### src/rtl/mem_arbiter_pkg.sv
// Shared definitions for the unified memory-port arbiter.
//   arb_state_e        : arbiter FSM state encoding (2 bits)
//   ArbStarveDefault   : default consecutive data grants allowed while fetch waits
//   ArbTimeoutDefault  : default cycles in a grant state before the access is aborted
package mem_arbiter_pkg;

  typedef enum logic [1:0] {
    StIdle  = 2'd0,
    StGntIf = 2'd1,
    StGntDm = 2'd2,
    StResp  = 2'd3
  } arb_state_e;

  localparam int unsigned ArbStarveDefault  = 4;
  localparam int unsigned ArbTimeoutDefault = 16;

endpackage

### src/rtl/mem_arbiter_timeout_ctr.sv
// Clear/enable counter with a terminal-count flag, used to bound how long the
// arbiter waits for a memory acknowledge.
//   clk   : clock, rising edge
//   rst_n : asynchronous active-low reset
//   clr   : synchronous clear (wins over en)
//   en    : count enable; the count holds once terminal count is reached
//   tc    : high while the count equals MAX_COUNT-1
module mem_arbiter_timeout_ctr #(
  parameter int unsigned MAX_COUNT = 16
) (
  input  logic clk,
  input  logic rst_n,
  input  logic clr,
  input  logic en,
  output logic tc
);

  localparam int unsigned CW = (MAX_COUNT > 2) ? $clog2(MAX_COUNT) : 1;
  localparam logic [CW-1:0] Last = CW'(MAX_COUNT - 1);

  logic [CW-1:0] cnt_q, cnt_d;

  assign tc = (cnt_q == Last);

  always_comb begin
    cnt_d = cnt_q;
    if (clr) begin
      cnt_d = '0;
    end else if (en && !tc) begin
      cnt_d = cnt_q + 1'b1;
    end
  end

  always_ff @(posedge clk or negedge rst_n) begin
    if (!rst_n) begin
      cnt_q <= '0;
    end else begin
      cnt_q <= cnt_d;
    end
  end

endmodule

### src/rtl/mem_arbiter.sv
// Shares the single unified memory port between instruction fetch (read-only)
// and the memory stage (load/store). Data requests win over fetch unless fetch
// has already watched STARVE consecutive data grants. Accesses that are not
// acknowledged within TIMEOUT cycles are aborted and flagged in o_err.
//   i_clk, i_rst                : clock; asynchronous active-low reset
//   i_ce                        : enable, low only blocks new grants
//   i_if_req/addr, o_if_ack/rdata : fetch requester (level request, ack pulse)
//   i_dm_req/we/addr/wdata, o_dm_ack/rdata : data requester
//   o_mem_req/we/addr/wdata, i_mem_ack/rdata : memory handshake
//   o_stall_if                  : fetch waiting (request high, no ack this cycle)
//   o_err                       : sticky timeout flag, cleared only by reset
module mem_arbiter
  import mem_arbiter_pkg::*;
#(
  parameter int unsigned DWIDTH     = 32,
  parameter int unsigned AWIDTH_MEM = 32,
  parameter int unsigned STARVE     = ArbStarveDefault,
  parameter int unsigned TIMEOUT    = ArbTimeoutDefault
) (
  input  logic                  i_clk,
  input  logic                  i_rst,
  input  logic                  i_ce,
  input  logic                  i_if_req,
  input  logic [AWIDTH_MEM-1:0] i_if_addr,
  output logic                  o_if_ack,
  output logic [DWIDTH-1:0]     o_if_rdata,
  input  logic                  i_dm_req,
  input  logic                  i_dm_we,
  input  logic [AWIDTH_MEM-1:0] i_dm_addr,
  input  logic [DWIDTH-1:0]     i_dm_wdata,
  output logic                  o_dm_ack,
  output logic [DWIDTH-1:0]     o_dm_rdata,
  output logic                  o_mem_req,
  output logic                  o_mem_we,
  output logic [AWIDTH_MEM-1:0] o_mem_addr,
  output logic [DWIDTH-1:0]     o_mem_wdata,
  input  logic                  i_mem_ack,
  input  logic [DWIDTH-1:0]     i_mem_rdata,
  output logic                  o_stall_if,
  output logic                  o_err
);

  localparam int unsigned SW = (STARVE > 0) ? $clog2(STARVE + 1) : 1;
  localparam logic [SW-1:0] StarveMax = SW'(STARVE);

  arb_state_e            state_q, state_d;
  logic                  owner_dm_q, owner_dm_d;
  logic [SW-1:0]         streak_q, streak_d;
  logic                  mem_req_q, mem_req_d;
  logic                  mem_we_q, mem_we_d;
  logic [AWIDTH_MEM-1:0] mem_addr_q, mem_addr_d;
  logic [DWIDTH-1:0]     mem_wdata_q, mem_wdata_d;
  logic [DWIDTH-1:0]     if_rdata_q, if_rdata_d;
  logic [DWIDTH-1:0]     dm_rdata_q, dm_rdata_d;
  logic                  err_q, err_d;
  logic                  in_gnt;
  logic                  tmo_tc;

  assign in_gnt = (state_q == StGntIf) || (state_q == StGntDm);

  // Counts cycles spent in a grant state; held at zero everywhere else.
  mem_arbiter_timeout_ctr #(
    .MAX_COUNT(TIMEOUT)
  ) u_timeout (
    .clk  (i_clk),
    .rst_n(i_rst),
    .clr  (!in_gnt),
    .en   (in_gnt),
    .tc   (tmo_tc)
  );

  always_comb begin
    state_d     = state_q;
    owner_dm_d  = owner_dm_q;
    streak_d    = streak_q;
    mem_req_d   = mem_req_q;
    mem_we_d    = mem_we_q;
    mem_addr_d  = mem_addr_q;
    mem_wdata_d = mem_wdata_q;
    if_rdata_d  = if_rdata_q;
    dm_rdata_d  = dm_rdata_q;
    err_d       = err_q;

    unique case (state_q)
      StIdle: begin
        if (i_ce) begin
          if (i_dm_req && !(i_if_req && (streak_q == StarveMax))) begin
            state_d     = StGntDm;
            owner_dm_d  = 1'b1;
            mem_req_d   = 1'b1;
            mem_we_d    = i_dm_we;
            mem_addr_d  = i_dm_addr;
            mem_wdata_d = i_dm_wdata;
            // Fetch cannot be waiting with the streak already at STARVE here,
            // so the increment never exceeds the saturation value.
            streak_d    = i_if_req ? streak_q + 1'b1 : '0;
          end else if (i_if_req) begin
            state_d     = StGntIf;
            owner_dm_d  = 1'b0;
            mem_req_d   = 1'b1;
            mem_we_d    = 1'b0;
            mem_addr_d  = i_if_addr;
            mem_wdata_d = '0;
            streak_d    = '0;
          end
        end
      end

      StGntIf, StGntDm: begin
        if (i_mem_ack) begin
          state_d   = StResp;
          mem_req_d = 1'b0;
          if (state_q == StGntDm) begin
            dm_rdata_d = i_mem_rdata;
          end else begin
            if_rdata_d = i_mem_rdata;
          end
        end else if (tmo_tc) begin
          state_d   = StResp;
          mem_req_d = 1'b0;
          err_d     = 1'b1;
          if (state_q == StGntDm) begin
            dm_rdata_d = '0;
          end else begin
            if_rdata_d = '0;
          end
        end
      end

      StResp: begin
        state_d = StIdle;
      end

      default: begin
        state_d = StIdle;
      end
    endcase
  end

  always_ff @(posedge i_clk or negedge i_rst) begin
    if (!i_rst) begin
      state_q     <= StIdle;
      owner_dm_q  <= 1'b0;
      streak_q    <= '0;
      mem_req_q   <= 1'b0;
      mem_we_q    <= 1'b0;
      mem_addr_q  <= '0;
      mem_wdata_q <= '0;
      if_rdata_q  <= '0;
      dm_rdata_q  <= '0;
      err_q       <= 1'b0;
    end else begin
      state_q     <= state_d;
      owner_dm_q  <= owner_dm_d;
      streak_q    <= streak_d;
      mem_req_q   <= mem_req_d;
      mem_we_q    <= mem_we_d;
      mem_addr_q  <= mem_addr_d;
      mem_wdata_q <= mem_wdata_d;
      if_rdata_q  <= if_rdata_d;
      dm_rdata_q  <= dm_rdata_d;
      err_q       <= err_d;
    end
  end

  assign o_if_ack    = (state_q == StResp) && !owner_dm_q;
  assign o_dm_ack    = (state_q == StResp) && owner_dm_q;
  assign o_if_rdata  = if_rdata_q;
  assign o_dm_rdata  = dm_rdata_q;
  assign o_mem_req   = mem_req_q;
  assign o_mem_we    = mem_we_q;
  assign o_mem_addr  = mem_addr_q;
  assign o_mem_wdata = mem_wdata_q;
  assign o_err       = err_q;
  assign o_stall_if  = i_if_req && !o_if_ack;

endmodule
### config.mk
export PLATFORM = sky130hd
export DESIGN_NAME = mem_arbiter
export DESIGN_NICKNAME = d
export VERILOG_FILES = /design/src/rtl/mem_arbiter_pkg.sv /design/src/rtl/mem_arbiter_timeout_ctr.sv /design/src/rtl/mem_arbiter.sv
export SDC_FILE = /design/constraint.sdc
export NUM_CORES = 1
export LEC_CHECK = 0
export BUFFER_PORTS_ARGS = -buffer_cell sky130_fd_sc_hd__buf_2
export CAP_MARGIN = 20
export CORE_MARGIN = 5
export CORE_UTILIZATION = 50
export DETAILED_ROUTE_END_ITERATION = 10
export PLACE_DENSITY = 0.79
export SYNTH_ARGS = -nofsm -noshare
export SYNTH_HDL_FRONTEND = slang
export SYNTH_HIERARCHICAL = 1
export SYNTH_SLANG_ARGS = --single-unit
### constraint.sdc
create_clock -name i_clk -period 2.9 [get_ports i_clk]
set_clock_uncertainty 0.2 [all_clocks]
set_input_delay 0.58 -clock i_clk [delete_from_list [all_inputs] [get_ports i_clk]]
set_output_delay 0.58 -clock i_clk [all_outputs]
set_load 0.01 [all_outputs]
* Word level (Yosys, flattened, before mapping)
Cells that the tools add are included.
Storage, ports and cells: flip-flop bits (word level) 141, bits of input ports 135
Operators by class: bitwise gates (word level) 2, reduce and logical (&&, ||, !) cells 22, multiplexer cells 32, equality and inequality tests 9, add/subtract/negate cells 2
Operator list (number):
- $mux 32 | 12
- $reduce_and 3->1 | 5
- $mux 2 | 5
- $mux 3 | 3
- $mux 1 | 8
- $mux 4 | 2
- $logic_and 1x1->1 | 6
- $pmux 2 s3 | 1
- $reduce_bool 2->1 | 3
- $add 4x1->4 const B | 1
- $eq 2x2->1 const B | 2
- $eq 4x4->1 const B | 1
- $logic_not 1->1 | 4
- $ne 2x2->1 const B | 2
- $reduce_and 4->1 | 1
- $add 3x1->3 const B | 1
- $eq 3x3->1 const B | 1
- $ne 3x2->1 const B | 1
- $ne 3x3->1 const B | 1
- $eq 2x1->1 const B | 1
- $logic_not 2->1 | 1
- $not 1->1 | 2
- $pmux 1 s2 | 1
- $reduce_or 2->1 | 1
- $logic_or 1x1->1 | 1

* Logic depth before layout (Yosys ltp)
word-level depth 7, gate-level depth with buffers 7, mapped depth without buffers 5

* Modules after synthesis
Netlist, hierarchy kept.
By module, submodules not included:
- mem_arbiter | seq. area each 3428.3 µm², area each 6064.6 µm², instances 1, cells an instance 551
- mem_arbiter_timeout_ctr | seq. area each 100.1 µm², area each 229.0 µm², instances 1, cells an instance 20

* Worst setup path before layout
OpenSTA, ideal clock, no wires.
path kind register to register, start point register state_q[1], end point register if_rdata_q[11] (netlist: o_if_rdata[11]), setup slack 0.956 ns, buffers on the path 1, setup time 0.125 ns, period minus slack after synthesis 1.944 ns, required time 2.575 ns, arrival 1.620 ns, stages on the path, launching flop included 7, path through dfrtp_1 -> inv_1 -> ha_1 -> o21ai_2 -> nor2_4 -> buf_6 -> mux2_2
On the way: word-level cells in the longest chain between the ends 3
Ends and longest elaborated chain:
- start: declaration | RTL line mem_arbiter.sv:46 | arb_state_e state_q, state_d;
- start signal: assignment | RTL line mem_arbiter.sv:142 | state_q <= StIdle;
- start signal: assignment | RTL line mem_arbiter.sv:153 | state_q <= state_d;
- $eq 2x1->1 / $eq 2x2->1 (equally long branches) | RTL line mem_arbiter.sv:84, mem_arbiter.sv:113, mem_arbiter.sv:122
- $reduce_or 2->1 / $not 1->1 (equally long branches)
- $reduce_and 3->1 (no source line) (*)
- end signal: assignment | RTL line mem_arbiter.sv:160 | if_rdata_q <= if_rdata_d;
- end: declaration | RTL line mem_arbiter.sv:53 | logic [DWIDTH-1:0] if_rdata_q, if_rdata_d;
Mark *: on every way between the ends. The rest lies on a longest branch, timed or not. A chain may end at the register's enable or synchronous reset.

* Final worst setup path
start point register u_timeout.cnt_q[0], end point register dm_rdata_q[13] (netlist: o_dm_rdata[13])
On the way: word-level cells in the longest chain between the ends 3
Ends and longest elaborated chain:
- start: declaration | RTL line mem_arbiter_timeout_ctr.sv:21 | logic [CW-1:0] cnt_q, cnt_d;
- start signal: assignment | RTL line mem_arbiter_timeout_ctr.sv:38 | cnt_q <= cnt_d;
- $eq 4x4->1 | RTL line mem_arbiter_timeout_ctr.sv:23 | assign tc = (cnt_q == Last);
- named net tmo_tc | RTL line mem_arbiter.sv:57 | logic tmo_tc;
- $reduce_bool 2->1 (no source line)
- $reduce_and 3->1 (no source line)
- end signal: assignment | RTL line mem_arbiter.sv:161 | dm_rdata_q <= dm_rdata_d;
- end: declaration | RTL line mem_arbiter.sv:54 | logic [DWIDTH-1:0] dm_rdata_q, dm_rdata_d;
The timed path passes the listed nets, and every way through them passes these cells.

==> flow_summary.yaml <==
run_status:
  result_of_the_run: "finished clean"
route:
  routed_wl_mm: 17.21
  detail-route-antenna-nets: 0
  avgRoutedWirePerCell_um: 16.95
  drt-pass1-iter-count: 4
  detail_route.iter0.violations: 308
  route.detailed.drc: 0
  dr_total_vias: 5260
  route.detailed.vias_per_inst: 5.182
cts:
  max-clock-path-buffers: 2
  cts_tree: "yes"
  clock_sink_count: 141
  register_clock_pin_slew_on_the_reported_worst_setup_and_hold_paths_ns: 0.06
  h-tree-depth: 4
  clk-insertion-delay-late_ns: 0.41
  numCtsBuffers: 17
  clk_root_buffer_cell: "sky130_fd_sc_hd__clkbuf_16"
  cts_resized: 0
global_route:
  gr-total-overflow: 0
  grt_start_max_net_pins: 58
  met3_layer_usage_reported_by_global_route_pct: 7.707
  grt_use_total_pct: 23.32
  busiest_layer: "met2"
  grt_pass1_wl_mm: 27.03
  use_met1_pct: 29.09
  grt_util_met2_pct: 38.54
  initial_antenna_violation_count: 2
  first_global_vias: 5288
setup_path:
  critPathLaunchType: "register"
  path_class: "reg2reg"
  crit_required_ns: 2.99
  critical_path.slowest_cell: "sky130_fd_sc_hd__o211ai_4"
  cp_max_fo: 33
  arrival_ns: 2.55
  endpoint_kind: "register"
  worst_path_largest_cell_delay_ns: 0.86
  critical_path.cell_chain: "ha_1 -> and3_4 -> o211ai_4 -> mux2_2"
floorplan:
  fp-row-count: 41
  floorplan.core_area_um2: 12470
  die-area_um2: 14930
  die_h_um: 122.2
  die_w_um: 122.2
  floorplan.initialDensity_pct: 50.49
  floorplan.io_pins: 269
layout:
  commonest_cells_after_routing_fill_and_taps_aside: "sky130_fd_sc_hd__buf_2, sky130_fd_sc_hd__dfrtp_1, sky130_fd_sc_hd__nand2_1, sky130_fd_sc_hd__o21ai_0, sky130_fd_sc_hd__mux2_2"
  relative_area_change_from_synthesis_to_final_layout_pct: 31.07
  post-route-cell-area_um2: 8249
  post_route_cells_drive_above_1_share_pct: 44.89
  mostFrequentLayoutCell: "sky130_fd_sc_hd__buf_2"
  nNetsFinal: 972
yosys:
  synth_cell_types: 40
  async_reset_ff_share_pct: 100.0
  syn_avg_cell_area_um2: 11.02
  yosysSeqAreaShare_pct: 56.06
  synth.top_cells.by_area: "sky130_fd_sc_hd__dfrtp_1, sky130_fd_sc_hd__mux2_2, sky130_fd_sc_hd__o21ai_0, sky130_fd_sc_hd__nand2_1, sky130_fd_sc_hd__a31oi_1"
  post_synth_edffs: 0
  synth_fp_nets: 713
  synth_seq_cells: 141
  synthesis.yosys.warnings: 6
  synth_top_flop_cell: "sky130_fd_sc_hd__dfrtp_1"
  cells_after_synthesis: 571
  synth_top_area_share_pct: 56.06
  post_synthesis_instance_area_um2: 6294
  post-synth-top-area-cell: "sky130_fd_sc_hd__dfrtp_1"
flow_run:
  maxCapViolCount: 0
placement:
  portBuffers: 268
  placement.cell_area_um2: 7686
  place_ws_ns: 0.4520
  post-dp-hpwl_mm: 12.08
  place.gp.congestion: 0.7961
pwr:
  power_frac_seq_pct: 38.6
  leakagePower_nw: 4.193
  ir_worst_vdd_uv: 539.9
  power.share.switching_pct: 34.85
  combinational_share_of_power_pct: 37.5
  power_report.internal_total_mw: 5.450
  power_density_nw_per_um2: 1014
  clock_power_share_pct: 24.0
  net_switching_power_mw: 2.915
timing:
  max_slew.worst_pin.slew_ns: 1.111
  setup_slack_ns: 0.4409
  timing_max_transition_violations_final: 0
  min_period_over_period_pct: 84.80
  timing.fmax_mhz: 406.7
  hold_viol_final: 0
  rsz0062_at_grt: "no"
  finalSetupTns_ns: 0
  max_slew_margin_vs_limit_pct: 25.61
  post-route-min-period_ns: 2.459
  setup_violations: 0
hold_path:
  hp-class: "in2reg"
-- sequential cells by signal (all words and copies together), names as in the netlist --
register and cells:
o_if_rdata 32, o_err 1, o_mem_we 1, owner_dm_q 1, streak_q 3, o_mem_req 1, o_dm_rdata 32, o_mem_wdata 32
state_q 2, o_mem_addr 32, u_timeout/cnt_q 4
-- metal layers --
layer	routed length [um]	vias up
met4	257	2
met2	8240	231
met3	1573	24
li1	-	2496
met1	7129	2507
met5	7	-
-- what timing repair did --
action                                 4_1_cts  5_1_grt
buffers inserted                             0        0
hold buffers                                 1        0
endpoints found under the hold margin       54        0
-- per-stage QoR --
stage | hold slack [ns] | power, mW | util (%) | cells
floorplan | 0.08441 | 5.144 | - | 571
global placement | 0.2557 | 6.302 | 61.66 | 982
detailed placement | 0.2545 | 6.401 | 61.66 | 982
CTS | 0.1826 | 8.456 | 66.15 | 1014
global route | 0.1899 | 8.912 | 66.15 | 1014
finish | 0.2018 | 8.365 | 66.17 | 1015
-- cell type report --
cell class	instances	area, um^2
fill	1057	4217
sequential	141	3528
multi-input combinational	382	2454
timing repair buffer	281	1473
clock buffer	20	456.7
tap	172	215.2
clock inverter	11	93.84
inverter	7	26.28
antenna	1	2.502
-- synthesized netlist by cell type, types with 2 or more instances --
cell type,count
sky130_fd_sc_hd__a21oi_1,35
sky130_fd_sc_hd__a22o_1,2
sky130_fd_sc_hd__a31oi_1,33
sky130_fd_sc_hd__and2_1,33
sky130_fd_sc_hd__buf_2,13
sky130_fd_sc_hd__buf_4,4
sky130_fd_sc_hd__buf_6,13
sky130_fd_sc_hd__clkbuf_1,9
sky130_fd_sc_hd__clkbuf_2,2
sky130_fd_sc_hd__dfrtp_1,141
sky130_fd_sc_hd__ha_1,7
sky130_fd_sc_hd__inv_1,7
sky130_fd_sc_hd__mux2_1,6
sky130_fd_sc_hd__mux2_2,56
sky130_fd_sc_hd__mux2_4,2
sky130_fd_sc_hd__mux2i_1,3
sky130_fd_sc_hd__nand2_1,73
sky130_fd_sc_hd__nand2b_1,2
sky130_fd_sc_hd__nor2_1,35
sky130_fd_sc_hd__nor2b_1,4
sky130_fd_sc_hd__nor3_1,2
sky130_fd_sc_hd__o211ai_4,2
sky130_fd_sc_hd__o21ai_0,66
sky130_fd_sc_hd__o21ai_1,4
sky130_fd_sc_hd__o31ai_1,2
-- logic make-up (layout without fill, tap and decap cells) --
family	after synthesis	count (layout)	synth area share, %
AO/OA/AOI/OAI	149	149	13.62
flip-flops	141	141	56.06
AND/OR/NAND/NOR	159	159	11.93
buffers and inverters	48	319	4.950
multiplexers	67	67	12.05
other	0	1	0
adder cells (fa/ha/maj)	7	7	1.392
-- worst max-delay path: cells and delay by family, from the launching register on --
kind	cells	cell delay, ns
and+or+nand+nor	1	0.20
adders and majority gates	1	0.23
AOI/OAI and AO/OA	1	0.86
DFF	1	0.40
muxes	1	0.43
-- power by group through the flow --
stage / logic, mW / registers, mW / clock network, mW
after floorplan: 1.58 / 3.56 / 0
after global placement: 3.08 / 3.22 / 0
after detailed placement: 3.16 / 3.24 / 0
after CTS: 3.18 / 3.23 / 2.05
after global routing: 3.45 / 3.32 / 2.14
final: 3.13 / 3.23 / 2.01
-- final timing paths --
check	start	end	slack, ns	cells past startpoint
setup / recovery	u_timeout/cnt_q[0]$_DFFE_PN0P_	o_dm_rdata[13]$_DFFE_PN0P_	0.44	4
hold / removal	i_dm_wdata[20]	o_mem_wdata[20]$_DFFE_PN0P_	0.20	3
setup reg to reg	u_timeout/cnt_q[0]$_DFFE_PN0P_	o_dm_rdata[13]$_DFFE_PN0P_	0.44	4
hold reg to reg	o_err$_DFFE_PN0P_	o_err$_DFFE_PN0P_	0.26	1
max in group asynchronous	i_rst	o_mem_wdata[6]$_DFFE_PN0P_	1.28	3
min in group asynchronous	i_rst	o_dm_rdata[11]$_DFFE_PN0P_	0.50	2
No activity file was read; power rests on OpenSTA's default activity.
